### src/rtl/noc_link_pkg.sv
// Shared types and helpers for the router credit link.
package noc_link_pkg;

  localparam int unsigned FlitWidthDef = 128;
  localparam int unsigned DestWidthDef = 6;

  typedef enum logic [0:0] {IDLE, BODY} link_state_e;

  // Default-width flit; modules with other widths build a layout-identical struct locally.
  typedef struct packed {
    logic [FlitWidthDef-1:0] data;
    logic [DestWidthDef-1:0] dest;
    logic                    is_tail;
  } flit_s;

  function automatic int unsigned credit_width(int unsigned depth);
    return $clog2(depth + 1);
  endfunction

endpackage

### src/rtl/credit_link_tx_if.sv
// Source-side handshake plus link-side outputs of credit_link_tx.
interface credit_link_tx_if #(
  parameter int unsigned FLIT_WIDTH        = 128,
  parameter int unsigned DEST_WIDTH        = 6,
  parameter int unsigned FLIT_BUFFER_DEPTH = 8
);
  import noc_link_pkg::*;

  localparam int unsigned CredWidth = credit_width(FLIT_BUFFER_DEPTH);

  logic                  in_valid;
  logic                  in_ready;
  logic [FLIT_WIDTH-1:0] in_data;
  logic [DEST_WIDTH-1:0] in_dest;
  logic                  in_is_tail;
  logic [FLIT_WIDTH-1:0] data_out;
  logic [DEST_WIDTH-1:0] dest_out;
  logic                  is_tail_out;
  logic                  send_out;
  logic                  credit_in;
  logic [CredWidth-1:0]  credits_avail;
  logic                  link_idle;
  logic                  credit_err;

  modport master (
    input  in_valid, in_data, in_dest, in_is_tail, credit_in,
    output in_ready, data_out, dest_out, is_tail_out, send_out, credits_avail, link_idle,
           credit_err
  );

  modport slave (
    output in_valid, in_data, in_dest, in_is_tail, credit_in,
    input  in_ready, data_out, dest_out, is_tail_out, send_out, credits_avail, link_idle,
           credit_err
  );

endinterface

### src/rtl/flit_skid_fifo2.sv
// Two-entry flit FIFO with registered full/empty so in_ready never depends on inputs.
module flit_skid_fifo2 #(
  parameter int unsigned Width = 135
) (
  input  logic             clk_i,
  input  logic             rst_i,
  input  logic             push_i,
  input  logic [Width-1:0] wdata_i,
  input  logic             pop_i,
  output logic [Width-1:0] rdata_o,
  output logic             full_o,
  output logic             empty_o
);

  logic [1:0][Width-1:0] mem_q, mem_d;
  logic                  wr_ptr_q, wr_ptr_d, rd_ptr_q, rd_ptr_d;
  logic [1:0]            count_q, count_d;
  logic                  full_q, full_d, empty_q, empty_d;
  logic                  do_push, do_pop;

  assign do_push = push_i && !full_q;
  assign do_pop  = pop_i && !empty_q;

  always_comb begin
    mem_d    = mem_q;
    wr_ptr_d = wr_ptr_q;
    rd_ptr_d = rd_ptr_q;
    count_d  = count_q;
    if (do_push) begin
      mem_d[wr_ptr_q] = wdata_i;
      wr_ptr_d        = ~wr_ptr_q;
    end
    if (do_pop) begin
      rd_ptr_d = ~rd_ptr_q;
    end
    case ({do_push, do_pop})
      2'b10:   count_d = count_q + 2'd1;
      2'b01:   count_d = count_q - 2'd1;
      default: count_d = count_q;
    endcase
    full_d  = (count_d == 2'd2);
    empty_d = (count_d == 2'd0);
  end

  always_ff @(posedge clk_i) begin
    if (rst_i) begin
      mem_q    <= '0;
      wr_ptr_q <= 1'b0;
      rd_ptr_q <= 1'b0;
      count_q  <= 2'd0;
      full_q   <= 1'b0;
      empty_q  <= 1'b1;
    end else begin
      mem_q    <= mem_d;
      wr_ptr_q <= wr_ptr_d;
      rd_ptr_q <= rd_ptr_d;
      count_q  <= count_d;
      full_q   <= full_d;
      empty_q  <= empty_d;
    end
  end

  assign rdata_o = mem_q[rd_ptr_q];
  assign full_o  = full_q;
  assign empty_o = empty_q;

endmodule

### src/rtl/credit_link_tx.sv
// Transmit end of a router credit link: input FIFO, credit counter and packet tracker.
module credit_link_tx
  import noc_link_pkg::*;
#(
  parameter int unsigned FLIT_WIDTH        = FlitWidthDef,
  parameter int unsigned DEST_WIDTH        = DestWidthDef,
  parameter int unsigned FLIT_BUFFER_DEPTH = 8,
  parameter bit          HOLD_HEAD_DEST    = 1'b1
) (
  input logic             clk_noc,
  input logic             rst_noc_sync,
  credit_link_tx_if.master link
);

  localparam int unsigned          CredWidth = credit_width(FLIT_BUFFER_DEPTH);
  localparam logic [CredWidth-1:0] CredMax   = CredWidth'(FLIT_BUFFER_DEPTH);
  localparam logic [CredWidth-1:0] CredOne   = CredWidth'(1);

  typedef struct packed {
    logic [FLIT_WIDTH-1:0] data;
    logic [DEST_WIDTH-1:0] dest;
    logic                  is_tail;
  } flit_t;

  flit_t                 in_flit, head_flit, out_q, out_d;
  logic                  fifo_full, fifo_empty, fire;
  link_state_e           state_q, state_d;
  logic [DEST_WIDTH-1:0] head_dest_q, head_dest_d;
  logic [CredWidth-1:0]  credits_q, credits_d;
  logic                  credit_err_q, credit_err_d, send_q, send_d;

  assign in_flit = '{data: link.in_data, dest: link.in_dest, is_tail: link.in_is_tail};

  flit_skid_fifo2 #(
    .Width ($bits(flit_t))
  ) u_fifo (
    .clk_i   (clk_noc),
    .rst_i   (rst_noc_sync),
    .push_i  (link.in_valid),
    .wdata_i (in_flit),
    .pop_i   (fire),
    .rdata_o (head_flit),
    .full_o  (fifo_full),
    .empty_o (fifo_empty)
  );

  // Registered credits only: a credit returned this cycle cannot enable a send this cycle.
  assign fire = !fifo_empty && (credits_q != '0);

  always_comb begin
    state_d      = state_q;
    head_dest_d  = head_dest_q;
    out_d        = out_q;
    send_d       = 1'b0;
    credits_d    = credits_q;
    credit_err_d = credit_err_q;

    if (fire) begin
      send_d = 1'b1;
      out_d  = head_flit;
      if (HOLD_HEAD_DEST && (state_q == BODY)) begin
        out_d.dest = head_dest_q;
      end
      case (state_q)
        IDLE: begin
          if (!head_flit.is_tail) begin
            state_d     = BODY;
            head_dest_d = head_flit.dest;
          end
        end
        BODY: begin
          if (head_flit.is_tail) begin
            state_d = IDLE;
          end
        end
        default: state_d = IDLE;
      endcase
    end

    if (fire && !link.credit_in) begin
      credits_d = credits_q - CredOne;
    end else if (!fire && link.credit_in) begin
      if (credits_q == CredMax) begin
        credit_err_d = 1'b1;
      end else begin
        credits_d = credits_q + CredOne;
      end
    end
  end

  always_ff @(posedge clk_noc) begin
    if (rst_noc_sync) begin
      state_q      <= IDLE;
      head_dest_q  <= '0;
      out_q        <= '0;
      send_q       <= 1'b0;
      credits_q    <= CredMax;
      credit_err_q <= 1'b0;
    end else begin
      state_q      <= state_d;
      head_dest_q  <= head_dest_d;
      out_q        <= out_d;
      send_q       <= send_d;
      credits_q    <= credits_d;
      credit_err_q <= credit_err_d;
    end
  end

  assign link.in_ready      = !fifo_full;
  assign link.data_out      = out_q.data;
  assign link.dest_out      = out_q.dest;
  assign link.is_tail_out   = out_q.is_tail;
  assign link.send_out      = send_q;
  assign link.credits_avail = credits_q;
  assign link.credit_err    = credit_err_q;
  assign link.link_idle     = fifo_empty && (state_q == IDLE) && (credits_q == CredMax);

endmodule

### src/flat_wrapper.sv
// flat-port wrapper written by rule: the top's interface ports become plain ports
module credit_link_tx_flat import noc_link_pkg::*;
#(
  parameter int unsigned FLIT_WIDTH        = FlitWidthDef,
  parameter int unsigned DEST_WIDTH        = DestWidthDef,
  parameter int unsigned FLIT_BUFFER_DEPTH = 8,
  parameter bit          HOLD_HEAD_DEST    = 1'b1
)
  (clk_noc, rst_noc_sync, link_in_valid, link_in_data, link_in_dest, link_in_is_tail, link_credit_in, link_in_ready, link_data_out, link_dest_out, link_is_tail_out, link_send_out, link_credits_avail, link_link_idle, link_credit_err);
  credit_link_tx_if #(.FLIT_WIDTH(FLIT_WIDTH), .DEST_WIDTH(DEST_WIDTH), .FLIT_BUFFER_DEPTH(FLIT_BUFFER_DEPTH)) link_i ();
  input logic clk_noc;
  input logic rst_noc_sync;
  input wire logic [$bits(link_i.in_valid)-1:0] link_in_valid;
  input wire logic [$bits(link_i.in_data)-1:0] link_in_data;
  input wire logic [$bits(link_i.in_dest)-1:0] link_in_dest;
  input wire logic [$bits(link_i.in_is_tail)-1:0] link_in_is_tail;
  input wire logic [$bits(link_i.credit_in)-1:0] link_credit_in;
  output wire logic [$bits(link_i.in_ready)-1:0] link_in_ready;
  output wire logic [$bits(link_i.data_out)-1:0] link_data_out;
  output wire logic [$bits(link_i.dest_out)-1:0] link_dest_out;
  output wire logic [$bits(link_i.is_tail_out)-1:0] link_is_tail_out;
  output wire logic [$bits(link_i.send_out)-1:0] link_send_out;
  output wire logic [$bits(link_i.credits_avail)-1:0] link_credits_avail;
  output wire logic [$bits(link_i.link_idle)-1:0] link_link_idle;
  output wire logic [$bits(link_i.credit_err)-1:0] link_credit_err;
  assign link_i.in_valid = link_in_valid;
  assign link_i.in_data = link_in_data;
  assign link_i.in_dest = link_in_dest;
  assign link_i.in_is_tail = link_in_is_tail;
  assign link_i.credit_in = link_credit_in;
  assign link_in_ready = link_i.in_ready;
  assign link_data_out = link_i.data_out;
  assign link_dest_out = link_i.dest_out;
  assign link_is_tail_out = link_i.is_tail_out;
  assign link_send_out = link_i.send_out;
  assign link_credits_avail = link_i.credits_avail;
  assign link_link_idle = link_i.link_idle;
  assign link_credit_err = link_i.credit_err;
  credit_link_tx #(.FLIT_WIDTH(FLIT_WIDTH), .DEST_WIDTH(DEST_WIDTH), .FLIT_BUFFER_DEPTH(FLIT_BUFFER_DEPTH), .HOLD_HEAD_DEST(HOLD_HEAD_DEST)) u_core (.clk_noc(clk_noc), .rst_noc_sync(rst_noc_sync), .link(link_i));
endmodule
### config.mk
export PLATFORM = sky130hd
export DESIGN_NAME = credit_link_tx_flat
export DESIGN_NICKNAME = d
export VERILOG_FILES = /design/src/rtl/noc_link_pkg.sv /design/src/rtl/credit_link_tx_if.sv /design/src/rtl/flit_skid_fifo2.sv /design/src/rtl/credit_link_tx.sv /design/src/flat_wrapper.sv
export SDC_FILE = /design/constraint.sdc
export NUM_CORES = 1
export LEC_CHECK = 0
export BUFFER_PORTS_ARGS = -buffer_cell sky130_fd_sc_hd__buf_2
export CORE_ASPECT_RATIO = 0.9
export CORE_MARGIN = 1
export CORE_UTILIZATION = 56
export DETAILED_ROUTE_END_ITERATION = 10
export PLACE_DENSITY = 0.8
export SLEW_MARGIN = 0
export SYNTH_ARGS = -nofsm -noshare
export SYNTH_HDL_FRONTEND = slang
export SYNTH_SLANG_ARGS = --single-unit
### constraint.sdc
create_clock -name clk_noc -period 3.2 [get_ports clk_noc]
set_input_delay 0.48 -clock clk_noc [delete_from_list [all_inputs] [get_ports clk_noc]]
set_output_delay 0.48 -clock clk_noc [all_outputs]
set_load 0.02 [all_outputs]
==> qor.csv <==
stage,metric,value,unit
worst_setup_path,slowest_stage,buf_12,
pwr,max-vdd-ir-drop,0.763,mV
timing,finalMaxSlewViolations,0,
timing,rsz0062_at_grt,false,
synth,yosysTopAreaCellShare,51.1,%
synth,syn_nets,2023,
cts,cts_setup_buffers,0,
worst_setup_path,required,3.64,ns
timing,tightestPinTransition,1.12,ns
detailed_routing,drtIter0Drc,856,
synth,ys_seq_elements,424,
synth,synth_area_per_cell,8.85,um2
finish,fin_area,19700,um2
pwr,powerDensity,937,nW/um2
synth,synth_cell_types,35,
finish,final_util,67.7,%
status,status,"finished, final reports clean",
place,dpl_cell_area,18300,um2
synth,synthesis.area,16600,um2
worst_setup_path,critical_path_buf_inv_count,3,
timing,fin_crit,2.82,ns
global_routing,grt_max_degree,171,
worst_setup_path,crit_type,reg2reg,
timing,finalSetupViolations,0,
pwr,p_leak,7.53,nW
detailed_routing,firstDrtPassIters,5,
min_path,hold_class,in2reg,
finish,syn2layout_area_growth,18.5,%
timing,tns,0,ns
worst_setup_path,cp_max_fo,170,
worst_setup_path,worstSetupStartpointType,flip-flop,
global_routing,grt_use_total,25.7,%
detailed_routing,wl,40.4,mm
detailed_routing,drcViolationCount,0,
timing,post-route-period-util,88.1,%
cts,cts_buffer_depth,3,
synth,synth_flop_cell,dfxtp_1,
worst_setup_path,max_stage_delay,0.54,ns
synth,yosys.area.top_type,dfxtp_1,
run,maxCapViolCount,0,
timing,finalHoldViolCount,0,
die,die_width,184,um
worst_setup_path,cp_cell_sequence,nor4_2 -> or2_1 -> clkinv_8 -> buf_4 -> buf_12 -> nor2_1 -> a211oi_2,
synth,synth_edf_count,0,
synth,seq_area_frac_synth,51.1,%
finish,nets,2223,
place,dp_hpwl,24.6,mm
cts,cts.reportedPaths.clkPinSlew,0.06,ns
die,start_util,57.2,%
global_routing,antenna_found_initial,11,
global_routing,grt_pass1_vias,12900,
synth,ys_top_cells_by_area,"dfxtp_1 (51%), nand2_1 (13%), a211oi_2 (9.7%)",
global_routing,grt_pass1_wl,63.5,mm
cts,htreeDepth,2,
die,ios,282,
finish,drive_gt1_share,24.3,%
worst_setup_path,end_kind,flip-flop,
die,coreArea,29100,um2
die,floorplan.rows,59,
cts,cts_hold_buf,0,
timing,worst_clock_skew,0.0159,ns
cts,cts_num_sinks,424,
synth,netlist_instances,1878,
die,die_h,165,um
timing,slew_headroom,25.4,%
place,gp_congestion,0.822,
die,die_area,30400,um2
worst_setup_path,crit_family,buffers and inverters,
synth,ys_async_sr_fraction,0,%
timing,max_freq,0.355,GHz
cts,root_buffer,clkbuf_16,
detailed_routing,dr_total_vias,13600,
cts,clock_latency,0.53,ns
detailed_routing,wire_per_inst,16.1,um
detailed_routing,vias_per_cell,5.41,
global_routing,grt_overflow,0,
detailed_routing,ant_nets,0,
worst_setup_path,arrival,3.26,ns
cts,cts_tree,built,
cts,cts_resized,0,
cts,cts_buffers,41,
synth,yosys_warnings,0,
place,numPortBuffers,281,
power by group:
group | switching (mW) | total, mW | internal [mW]
registers | 0.665 | 7.04 | 6.38
logic | 4.10 | 6.39 | 2.29
clock network | 2.00 | 5.02 | 3.01
logic make-up after synthesis:
kind of cell | after synthesis | share of synthesized area (%)
simple gates | 721 | 16.6
compound gates | 427 | 18.8
flops | 424 | 51.1
buf+inv | 158 | 4.55
mux | 137 | 8.26
fa+ha+maj | 6 | 0.497
xor+xnor | 5 | 0.263
worst reg2reg max path, delay by kind of cell (launching register included):
| family | cells | cell delay, ns |
|---|---|---|
| AO/OA/AOI/OAI | 1 | 0.25 |
| buffers and inverters | 3 | 1.07 |
| flip-flops | 1 | 0.45 |
| AND/OR/NAND/NOR | 3 | 0.99 |
final timing paths:
kind                                                              end  slack (ns)  depth (start not counted)                                       from
worst min-delay path            u_core.u_fifo.mem_q[173]$_SDFFE_PP0P_        0.19                          3                           link_in_data[31]
worst max register to register  u_core.link.data_out[21]$_SDFFE_PP0P_        0.38                          7  u_core.link.credits_avail[0]$_SDFFE_PP0P_
worst min register to register   u_core.u_fifo.mem_q[85]$_SDFFE_PP0P_        0.45                          2       u_core.u_fifo.mem_q[85]$_SDFFE_PP0P_
worst max-delay path            u_core.link.data_out[21]$_SDFFE_PP0P_        0.38                          7  u_core.link.credits_avail[0]$_SDFFE_PP0P_
cell usage after synthesis (all sizes together) (2+ instances only):
| library cell | count |
|---|---|
| nand2 | 563 |
| a211oi | 136 |
| mux2i | 136 |
| xnor2 | 4 |
| nor2 | 145 |
| or2 | 2 |
| o21ai | 7 |
| dfxtp | 424 |
| buf | 60 |
| a21oi | 282 |
| clkbuf | 92 |
| inv | 6 |
| ha | 5 |
| nor4b | 2 |
placed cells by master, fill, tap and decap left out, drive strengths merged, types with 2 or more instances in the layout:
master | synthesis | routed
bufinv | 0 | 3
nor4b | 2 | 2
nor2 | 145 | 145
buf | 60 | 309
dfxtp | 424 | 424
xnor2 | 4 | 4
clkbuf | 92 | 65
diode | 0 | 6
a21oi | 282 | 282
o21ai | 7 | 7
inv | 6 | 6
nand2 | 563 | 563
mux2i | 136 | 136
a211oi | 136 | 136
ha | 5 | 5
clkinvlp | 0 | 2
clkinv | 0 | 5
or2 | 2 | 2
registers in the layout, indices dropped and copies added, names as in the netlist, 2 cells and up:
register and flops:
u_core.head_dest_q 6, u_core.u_fifo.mem_q 270, u_core.u_fifo.count_q 2, u_core.link.credits_avail 4
u_core.link.dest_out 6, u_core.link.data_out 128
per-stage QoR:
step | power [mW] | cells | hold WS [ns] | setup slack (ns)
5_1_grt | 19.4 | 2508 | 0.182 | 0.237
3_3_place_gp | 13.3 | 2431 | 0.441 | 0.588
2_1_floorplan | 11.8 | 1878 | 0.436 | 0.451
6_report | 18.5 | 2512 | 0.194 | 0.379
4_1_cts | 18.5 | 2506 | 0.177 | 0.454
3_5_place_dp | 13.5 | 2431 | 0.446 | 0.479
routing by layer:
metal / routed length, um / track usage [%] / vias up
met5: 81 / 0 / -
met4: 975 / 8.90 / 12
met3: 3270 / 7.24 / 73
met2: 19100 / 43.3 / 386
met1: 17000 / 31.5 / 6439
li1: - / - / 6689
layout make-up:
class | instances | area (um2)
fill | 2358 | 9390
sequential | 424 | 8490
multi-input combinational | 1296 | 7410
timing repair buffer | 309 | 1830
clock buffer | 65 | 1290
tap | 396 | 495
clock inverter | 10 | 134
inverter | 6 | 35.0
antenna | 6 | 15.0
No activity file was read; power rests on OpenSTA's default activity.
